**config.mk**
```make
export PLATFORM = sky130hd
export DESIGN_NAME = offset_arbiter_flat
export DESIGN_NICKNAME = d
export VERILOG_FILES = /design/src/rtl/offset_arbiter_if.sv /design/src/rtl/offset_arbiter.sv /design/src/flat_wrapper.sv
export SDC_FILE = /design/constraint.sdc
export NUM_CORES = 1
export LEC_CHECK = 0
export ABC_AREA = 1
export CAP_MARGIN = 20
export CORE_AREA = 2 2 117 119
export DETAILED_ROUTE_END_ITERATION = 7
export DIE_AREA = 0 0 119 121
export PLACE_DENSITY = 0.74
export SLEW_MARGIN = 10
export SYNTH_ARGS = -nofsm -noshare
export SYNTH_HDL_FRONTEND = slang
export SYNTH_SLANG_ARGS = --single-unit
```
**constraint.sdc**
```tcl
create_clock -name Clk -period 2.42 [get_ports Clk]
set_input_delay 0.484 -clock Clk [delete_from_list [all_inputs] [get_ports Clk]]
set_output_delay 0.484 -clock Clk [all_outputs]
set_load 0.05 [all_outputs]
```
**src/rtl/offset_arbiter_if.sv**
```systemverilog
// Bus between the requesting control units, the shared offset adder and the arbiter.
interface offset_arbiter_if #(
  parameter int unsigned NUM_REQ = 4,
  parameter int unsigned IDW     = $clog2(NUM_REQ)
);
  logic                     hold;
  logic [NUM_REQ-1:0]       req;
  logic [NUM_REQ-1:0]       addr1_sel;
  logic [2*NUM_REQ-1:0]     addr2_sel;
  logic [16*NUM_REQ-1:0]    ir_bus;
  logic [16*NUM_REQ-1:0]    pc_bus;
  logic [16*NUM_REQ-1:0]    sr1_bus;
  logic                     ADDR1MUX;
  logic [1:0]               ADDR2MUX;
  logic [15:0]              IR;
  logic [15:0]              PC;
  logic [15:0]              SR1_OUT;
  logic [15:0]              offset;
  logic [NUM_REQ-1:0]       grant;
  logic [NUM_REQ-1:0]       done;
  logic [15:0]              result;
  logic [IDW-1:0]           result_id;
  logic                     busy;

  // Requester/adder side.
  modport master (
    output hold, req, addr1_sel, addr2_sel, ir_bus, pc_bus, sr1_bus, offset,
    input  ADDR1MUX, ADDR2MUX, IR, PC, SR1_OUT, grant, done, result, result_id, busy
  );

  // Arbiter side.
  modport slave (
    input  hold, req, addr1_sel, addr2_sel, ir_bus, pc_bus, sr1_bus, offset,
    output ADDR1MUX, ADDR2MUX, IR, PC, SR1_OUT, grant, done, result, result_id, busy
  );
endinterface

```
**src/rtl/offset_arbiter.sv**
```systemverilog
// Round-robin arbiter sharing one offset adder between NUM_REQ requesters.
// The winner's operands are routed to the adder in the grant cycle; the sum is
// registered and returned with a one-cycle done pulse in the following cycle.
module offset_arbiter #(
  parameter int unsigned NUM_REQ = 4,
  parameter int unsigned IDW     = $clog2(NUM_REQ)
) (
  input logic              Clk,
  input logic              Reset,
  offset_arbiter_if.slave  bus
);

  logic [IDW-1:0]     ptr_q;
  logic [NUM_REQ-1:0] mask_q;
  logic [NUM_REQ-1:0] done_q;
  logic [15:0]        result_q;
  logic [IDW-1:0]     result_id_q;
  logic               busy_q;

  logic [NUM_REQ-1:0] elig;
  logic [NUM_REQ-1:0] grant;
  logic [IDW-1:0]     win;
  logic               found;
  logic [IDW-1:0]     ptr_next;

  // Round-robin scan starting at ptr; grants are suppressed during reset and hold.
  always_comb begin
    int unsigned idx;
    idx   = 0;
    elig  = bus.req & ~mask_q;
    found = 1'b0;
    win   = '0;
    grant = '0;
    if (!Reset && !bus.hold) begin
      for (int unsigned i = 0; i < NUM_REQ; i++) begin
        idx = (32'(ptr_q) + i) % NUM_REQ;
        if (!found && elig[IDW'(idx)]) begin
          found = 1'b1;
          win   = IDW'(idx);
        end
      end
    end
    if (found) grant[win] = 1'b1;
  end

  assign ptr_next = IDW'((32'(win) + 1) % NUM_REQ);

  // Route the winner's operand slices to the shared adder; all zero when idle.
  always_comb begin
    bus.ADDR1MUX = 1'b0;
    bus.ADDR2MUX = 2'b00;
    bus.IR       = '0;
    bus.PC       = '0;
    bus.SR1_OUT  = '0;
    if (found) begin
      bus.ADDR1MUX = bus.addr1_sel[win];
      bus.ADDR2MUX = bus.addr2_sel[win*2 +: 2];
      bus.IR       = bus.ir_bus[win*16 +: 16];
      bus.PC       = bus.pc_bus[win*16 +: 16];
      bus.SR1_OUT  = bus.sr1_bus[win*16 +: 16];
    end
  end

  // Pointer, mask and result registers; mask blocks a winner for one cycle.
  always_ff @(posedge Clk or posedge Reset) begin
    if (Reset) begin
      ptr_q       <= '0;
      mask_q      <= '0;
      done_q      <= '0;
      result_q    <= '0;
      result_id_q <= '0;
      busy_q      <= 1'b0;
    end else begin
      mask_q <= grant;
      done_q <= grant;
      busy_q <= found;
      if (found) begin
        ptr_q       <= ptr_next;
        result_q    <= bus.offset;
        result_id_q <= win;
      end
    end
  end

  assign bus.grant     = grant;
  assign bus.done      = done_q;
  assign bus.result    = result_q;
  assign bus.result_id = result_id_q;
  assign bus.busy      = busy_q;

endmodule

```
**src/flat_wrapper.sv**
```systemverilog
// flat-port wrapper written by rule: the top's interface ports become plain ports
module offset_arbiter_flat 
#(
  parameter int unsigned NUM_REQ = 4,
  parameter int unsigned IDW     = $clog2(NUM_REQ)
)
  (Clk, Reset, bus_hold, bus_req, bus_addr1_sel, bus_addr2_sel, bus_ir_bus, bus_pc_bus, bus_sr1_bus, bus_offset, bus_ADDR1MUX, bus_ADDR2MUX, bus_IR, bus_PC, bus_SR1_OUT, bus_grant, bus_done, bus_result, bus_result_id, bus_busy);
  offset_arbiter_if #(.NUM_REQ(NUM_REQ), .IDW(IDW)) bus_i ();
  input logic Clk;
  input logic Reset;
  input wire logic [$bits(bus_i.hold)-1:0] bus_hold;
  input wire logic [$bits(bus_i.req)-1:0] bus_req;
  input wire logic [$bits(bus_i.addr1_sel)-1:0] bus_addr1_sel;
  input wire logic [$bits(bus_i.addr2_sel)-1:0] bus_addr2_sel;
  input wire logic [$bits(bus_i.ir_bus)-1:0] bus_ir_bus;
  input wire logic [$bits(bus_i.pc_bus)-1:0] bus_pc_bus;
  input wire logic [$bits(bus_i.sr1_bus)-1:0] bus_sr1_bus;
  input wire logic [$bits(bus_i.offset)-1:0] bus_offset;
  output wire logic [$bits(bus_i.ADDR1MUX)-1:0] bus_ADDR1MUX;
  output wire logic [$bits(bus_i.ADDR2MUX)-1:0] bus_ADDR2MUX;
  output wire logic [$bits(bus_i.IR)-1:0] bus_IR;
  output wire logic [$bits(bus_i.PC)-1:0] bus_PC;
  output wire logic [$bits(bus_i.SR1_OUT)-1:0] bus_SR1_OUT;
  output wire logic [$bits(bus_i.grant)-1:0] bus_grant;
  output wire logic [$bits(bus_i.done)-1:0] bus_done;
  output wire logic [$bits(bus_i.result)-1:0] bus_result;
  output wire logic [$bits(bus_i.result_id)-1:0] bus_result_id;
  output wire logic [$bits(bus_i.busy)-1:0] bus_busy;
  assign bus_i.hold = bus_hold;
  assign bus_i.req = bus_req;
  assign bus_i.addr1_sel = bus_addr1_sel;
  assign bus_i.addr2_sel = bus_addr2_sel;
  assign bus_i.ir_bus = bus_ir_bus;
  assign bus_i.pc_bus = bus_pc_bus;
  assign bus_i.sr1_bus = bus_sr1_bus;
  assign bus_i.offset = bus_offset;
  assign bus_ADDR1MUX = bus_i.ADDR1MUX;
  assign bus_ADDR2MUX = bus_i.ADDR2MUX;
  assign bus_IR = bus_i.IR;
  assign bus_PC = bus_i.PC;
  assign bus_SR1_OUT = bus_i.SR1_OUT;
  assign bus_grant = bus_i.grant;
  assign bus_done = bus_i.done;
  assign bus_result = bus_i.result;
  assign bus_result_id = bus_i.result_id;
  assign bus_busy = bus_i.busy;
  offset_arbiter #(.NUM_REQ(NUM_REQ), .IDW(IDW)) u_core (.Clk(Clk), .Reset(Reset), .bus(bus_i));
endmodule
```
== Word level (Yosys, flattened, before mapping) ==
Index checks and enable logic that the tools add are counted.

* Reductions and logical operators: 10
* Bitwise logic cells: 2
* Eq/ne operators: 0
* $lt $le $gt $ge: 6
* Muxes and demuxes: 31
* Div/mod/pow operators: 0
* Shift-type cells: 4
* Multiply operators: 0
* Add/sub/neg operators: 4

{| class="wikitable"
|+ Operators with widths
! cell !! number
|-
| 64-bit by 7-bit indexed part select with 16-bit output || 3
|-
| 16-bit 2-to-1 mux || 3
|-
| 2-bit by 3-bit < comparator with 1-bit output (second input constant) || 5
|-
| 1-bit 2-to-1 mux || 15
|-
| 2-bit 2-to-1 mux || 6
|-
| 1-bit binary-select mux with 2-bit select || 5
|-
| 8-bit by 4-bit indexed part select with 2-bit output || 1
|-
| 1-bit logical AND || 5
|-
| 1-bit zero test || 5
|-
| 2-bit by 1-bit adder with 2-bit output (second input constant) || 2
|-
| 2-bit adder (second input constant) || 2
|-
| 4-bit bitwise AND || 1
|-
| 4-bit 2-to-1 mux || 1
|-
| 4-bit NOT || 1
|-
| 1-bit demux with 2-bit select || 1
|-
| 2-bit by 1-bit greater-or-equal comparator with 1-bit output (second input constant) || 1
|}

* Logic and storage cells: 62
* Bits in registers: 25
* Memories kept: 0
* RAM bits: 0
* Input port bits: 227
* Memory bits (read-only): 0
* Output and inout port bits: 78
* Latch bits: 0

== Longest topological paths before layout ==
* Depth after elaboration: 23
* Depth in mapped cells: 17
* Mapped depth without buffers: 14

== Worst setup path after synthesis ==
Ideal clock, no wire load.

* Path kind: register to output
* From: register u_core.mask_q[2]
* To: output bus_grant[0]
* Data arrival time: 2.766 ns
* Stages on the path, launching flop included: 12
* Data required time: 1.936 ns
* Slack: -0.830 ns
* Cells stage by stage: dfrtp_1 -> inv_1 -> nand3_1 -> nand3_1 -> nand2_1 -> nand3_2 -> nor2_1 -> nor2_1 -> nand2_2 -> inv_2 -> buf_2 -> nor3_1

* Cells in the longest elaborated chain, start to end: 23
* Elaborated cells on any way between the ends: 35

{| class="wikitable"
|+ Ends and longest elaborated chain
! what !! RTL line !! source
|-
| start, declared || offset_arbiter.sv:14 || <nowiki>logic [NUM_REQ-1:0] mask_q;</nowiki>
|-
| start signal, assigned || offset_arbiter.sv:74 || <nowiki>mask_q <= grant;</nowiki>
|-
| 4-bit NOT * || offset_arbiter.sv:30 || <nowiki>elig = bus.req & ~mask_q;</nowiki>
|-
| 4-bit bitwise AND * || offset_arbiter.sv:30 ||
|-
| 1-bit binary-select mux with 2-bit select || offset_arbiter.sv:37 || <nowiki>if (!found && elig[IDW'(idx)]) begin</nowiki>
|-
| 1-bit 2-to-1 mux (not written as such) || offset_arbiter.sv:37 ||
|-
| 1-bit 2-to-1 mux || offset_arbiter.sv:37 ||
|-
| 1-bit 2-to-1 mux || offset_arbiter.sv:34 || <nowiki>if (!Reset && !bus.hold) begin</nowiki>
|-
| 1-bit zero test || offset_arbiter.sv:37 ||
|-
| 1-bit logical AND || offset_arbiter.sv:37 ||
|-
| (+7 left out) || - ||
|-
| 1-bit logical AND || offset_arbiter.sv:37 ||
|-
| 2-bit 2-to-1 mux || offset_arbiter.sv:37 ||
|-
| 2-bit 2-to-1 mux || offset_arbiter.sv:34 ||
|-
| 2-bit by 3-bit < comparator with 1-bit output (not written as such) / 2-bit by 1-bit greater-or-equal comparator with 1-bit output (equally long branches) || offset_arbiter.sv:43 || <nowiki>if (found) grant[win] = 1'b1;</nowiki>
|-
| 1-bit logical AND (not written as such) || offset_arbiter.sv:43 ||
|-
| 1-bit 2-to-1 mux (not written as such) || offset_arbiter.sv:43 ||
|-
| 1-bit demux with 2-bit select || - ||
|-
| 4-bit 2-to-1 mux * || offset_arbiter.sv:43 ||
|-
| end, declared || flat_wrapper.sv:24 || <nowiki>output wire logic [$bits(bus_i.grant)-1:0] bus_grant;</nowiki>
|}

Mark *: on every way between the ends. The rest lies on a longest branch, timed or not. The select of a mux whose other input is x is not followed.

== Final worst setup path ==
* From: register u_core.ptr_q[1]
* To: output bus_IR[8]

* Cells in the longest elaborated chain, start to end: 18
* Elaborated cells on any way between the ends: 32

{| class="wikitable"
|+ Ends and longest elaborated chain
! what !! RTL line !! source
|-
| start, declared || offset_arbiter.sv:13 || <nowiki>logic [IDW-1:0] ptr_q;</nowiki>
|-
| start signal, assigned || offset_arbiter.sv:78 || <nowiki>ptr_q <= ptr_next;</nowiki>
|-
| 1-bit binary-select mux with 2-bit select || offset_arbiter.sv:37 ||
|-
| 1-bit 2-to-1 mux (not written as such) || offset_arbiter.sv:37 ||
|-
| 1-bit 2-to-1 mux || offset_arbiter.sv:37 ||
|-
| 1-bit 2-to-1 mux || offset_arbiter.sv:34 ||
|-
| 1-bit zero test || offset_arbiter.sv:37 ||
|-
| 1-bit logical AND || offset_arbiter.sv:37 ||
|-
| 1-bit 2-to-1 mux || offset_arbiter.sv:37 ||
|-
| 1-bit 2-to-1 mux || offset_arbiter.sv:34 ||
|-
| (+2 left out) || - ||
|-
| 1-bit 2-to-1 mux || offset_arbiter.sv:37 ||
|-
| 1-bit 2-to-1 mux || offset_arbiter.sv:34 ||
|-
| 1-bit zero test || offset_arbiter.sv:37 ||
|-
| 1-bit logical AND || offset_arbiter.sv:37 ||
|-
| 2-bit 2-to-1 mux || offset_arbiter.sv:37 ||
|-
| 2-bit 2-to-1 mux || offset_arbiter.sv:34 ||
|-
| 64-bit by 7-bit indexed part select with 16-bit output || offset_arbiter.sv:58 || <nowiki>bus.IR = bus.ir_bus[win*16 +: 16];</nowiki>
|-
| 16-bit 2-to-1 mux * || offset_arbiter.sv:55 || <nowiki>if (found) begin</nowiki>
|-
| end, declared || flat_wrapper.sv:21 || <nowiki>output wire logic [$bits(bus_i.IR)-1:0] bus_IR;</nowiki>
|}

Marks and branches as above.

==> reports/metrics.cfg <==
[clock_tree]
clock-sinks = 25
cts_root_buffer = clkbuf_16
cts-buffers-inserted = 3
max-clock-path-buffers = 2
cts_tree = built
cts_hold_buf = 0
clkTransAtPathRegs_ns = 0.06
cts.htree.levels = 1
worstSkewPairLatency_ns = 0.26

[synthesis]
yosys.area.top_type = nand2_1
netlist_top_cells_area = nand2_1, dfrtp_1, nand3_1
ys_types = 23
yosysWarnings = 0
synth_area_per_cell_um2 = 5.22
ys_ff_latch = 25
syn-instance-count = 661
synthDominantCellAreaShare_pct = 41.4
seq_area_frac_synth_pct = 18.1
synth_nets = 888
netlist_area_um2 = 3450

[route]
drcViolationCount = 0
drt_pass1_iterations = 5
ant_nets = 0
viasPerCell = 4.99
routed_wl_mm = 21.2
wl_per_cell_um = 18.0
first_iter_violations = 352
via_count = 5875

[global_route]
grt_max_degree = 45
grt_pass1_wl_mm = 28.9
antenna_found_initial = 0
grt_pass1_vias = 5527
grt-ovfl-total = 0
grt_usage_pct = 24.8

[timing]
worstMarginPinSlew_ns = 0.560
finalCritPeriodShare_pct = 123
slew_headroom_pct = 62.6
period_minus_slack_ns = 2.99
drv_slew = 0
fmax_mhz = 335
rsz0062_at_grt = yes
fin_ws_ns = -0.568
setup_viol = 55
fin_setup_tns_ns = -27.96
fin_skew_ns = 0.00301
hold_violations = 0

[critical_path]
arrival_ns = 2.50
reg2reg_to = u_core.ptr_q[0]
crit_path_max_fanout = 6
cp_common_cell = nand2_1
max_stage_delay_ns = 0.47
worst-path-buf-inv = 4
reg2reg_slack_ns = 0.01
start_kind = flip-flop
reg2regPathDepth = 16
cp_cell_sequence = inv_4 > nand2_1 > nand2_4 > nand3_4 > nand2_4 > nand3_4 > nor2_4 > nor2_8 > nand2_8 > buf_12 > clkbuf_16 > nand2_1 > nand2_1 > nand2_2 > a21oi_4 > buf_8
crit_slowest_cell = dfrtp_2
r2r-start = u_core.ptr_q[0]
cp.required_ns = 1.94
end_kind = output pin
crit_family = simple AND/OR/NAND/NOR gates
critPathKind = flip-flop to output pin

[power_and_ir_drop]
power_density_nw_per_um2 = 1070
power.net_switching_w = 0.00523
ir_worst_vdd_v = 0.000609
p_comb_share_pct = 89.2
pwr-share-clk_pct = 3.7
power_frac_seq_pct = 7.0
power_w = 0.00984
sw_frac_of_total_pct = 53.2
power_leakage_nw = 4.09
p_int_w = 0.00461

[hold_path]
min-delay-start = u_core.bus.result[1]
hold_depth = 2
hold_path.class = flip-flop to flip-flop
min_to = u_core.bus.result[1]

[floorplan]
die_area_um2 = 14400
die_y_um = 121
chipWidth_um = 119
ios = 305
start_util_pct = 26.4
coreArea_um2 = 13100
rows = 42

[placement]
dpl_cell_area_um2 = 7370
hpwlAfterDp_mm = 12.7
placed_cells = 1125
gp_congestion = 0.886
io_buffers = 304

[layout]
final_cells = 1177
areaGrowthSynthToFinish_pct = 167
nets = 1229
fin_area_um2 = 9230
drive_gt1_share_pct = 34.5
fill_cells = 986
antenna_cells = 0

[job]
drv_cap = 0

[outcome]
outcome = complete, but fails checks
failed_checks = setup timing

-- worst register-to-register path, delay by kind of cell, from the launching register on --
| kind | cells | cell delay (ns) |
|---|---|---|
| DFF | 1 | 0.44 |
| AOI/OAI and AO/OA | 1 | 0.13 |
| and+or+nand+nor | 7 | 0.64 |
| buffers and inverters | 8 | 1.12 |
-- final cells by class --
class	count	area, um2	share of cell area [%]
Multi-Input combinational cell	570	3560	38.5
Tap cell	176	220	2.38
Sequential cell	25	633	6.86
Inverter	13	85.1	0.921
Timing Repair Buffer	389	4660	50.5
Clock buffer	4	78.8	0.854
-- power groups by stage --
stage	clock network [W]	registers (W)	logic [W]
after floorplan	0	0.00114	0.00363
after global placement	0	0.000682	0.00584
after detailed placement	0	0.000690	0.00585
after CTS	0.000376	0.000687	0.00763
after global routing	0.000390	0.000711	0.00920
final	0.000367	0.000691	0.00878
-- layer usage --
metal / GRT usage (%) / up-vias / wire [um]
met1: 29.4 / 2679 / 7970
met4: 7.59 / 0 / 861
li1: - / 2806 / -
met2: 45.2 / 319 / 10800
met5: 0 / - / 0
met3: 4.89 / 71 / 1560
-- cells in the mapped netlist, drive strengths merged --
library cell  instances
and2                  1
clkinv                1
dfrtp                25
inv                  12
a21oi                52
buf                  48
a22o                  1
nor2                  6
nor3                  1
nand2               387
o211ai                1
nand3               121
clkbuf                5
-- registers in the layout (all words and copies together), names as in the netlist --
| signal | cells |
|---|---|
| u_core.bus.busy | 1 |
| u_core.bus.result | 16 |
| u_core.bus.result_id | 2 |
| u_core.mask_q | 4 |
| u_core.ptr_q | 2 |
-- cells by family after synthesis --
| logic type | count (synthesis) | share of synthesized area, % |
|---|---|---|
| AND/OR/NAND/NOR | 516 | 62.3 |
| flip-flops | 25 | 18.1 |
| buffers and inverters | 66 | 10.8 |
| AO/OA/AOI/OAI | 54 | 8.77 |
-- cells in the final DEF (no fill, tap or decap), types with 2 or more instances in the layout --
| cell | count |
|---|---|
| buf_16 | 18 |
| nor2_1 | 3 |
| dlygate4sd2_1 | 4 |
| nand3_4 | 10 |
| nand2_4 | 13 |
| a21oi_4 | 51 |
| nand3_1 | 96 |
| clkbuf_16 | 12 |
| nor2_4 | 2 |
| inv_1 | 2 |
| clkdlybuf4s50_1 | 245 |
| nand3_2 | 15 |
| buf_12 | 22 |
| buf_6 | 39 |
| nand2_1 | 283 |
| inv_6 | 2 |
| inv_2 | 5 |
| buf_8 | 21 |
| buf_4 | 30 |
| dfrtp_2 | 6 |
| dfrtp_1 | 19 |
| inv_4 | 2 |
| nand2_2 | 88 |
| nand2_8 | 3 |
-- through the flow --
step | setup WS, ns | utilization [%] | hold slack (ns)
global placement | -0.667 | 56.3 | 0.453
global route | -0.679 | 70.6 | 0.481
finish | -0.568 | 70.6 | 0.471
floorplan | -0.0546 | - | 0.511
detailed placement | -0.657 | 56.3 | 0.458
CTS | -0.532 | 65.0 | 0.475
-- how the worst max path moves through the flow --
stage | slack [ns] | end | cells after the start | startpoint
5_1_grt | -0.68 | bus_IR[8] | 16 | u_core.ptr_q[1]
3_5_place_dp | -0.66 | bus_ADDR2MUX[1] | 13 | bus_req[0]
4_1_cts | -0.53 | bus_SR1_OUT[4] | 15 | u_core.ptr_q[0]
2_1_floorplan | -0.05 | bus_ADDR2MUX[0] | 16 | u_core.ptr_q[0]
6_report | -0.57 | bus_IR[8] | 16 | u_core.ptr_q[1]
3_3_place_gp | -0.67 | bus_ADDR2MUX[1] | 13 | bus_req[1]
-- repair_timing --
action	4_1_cts	5_1_grt
pin swaps	16	40
setup buffers	17	10
setup endpoints to repair	55	74
resized for setup	144	120
cloned	12	11
Note: power is estimated with default switching activity, not from simulation.
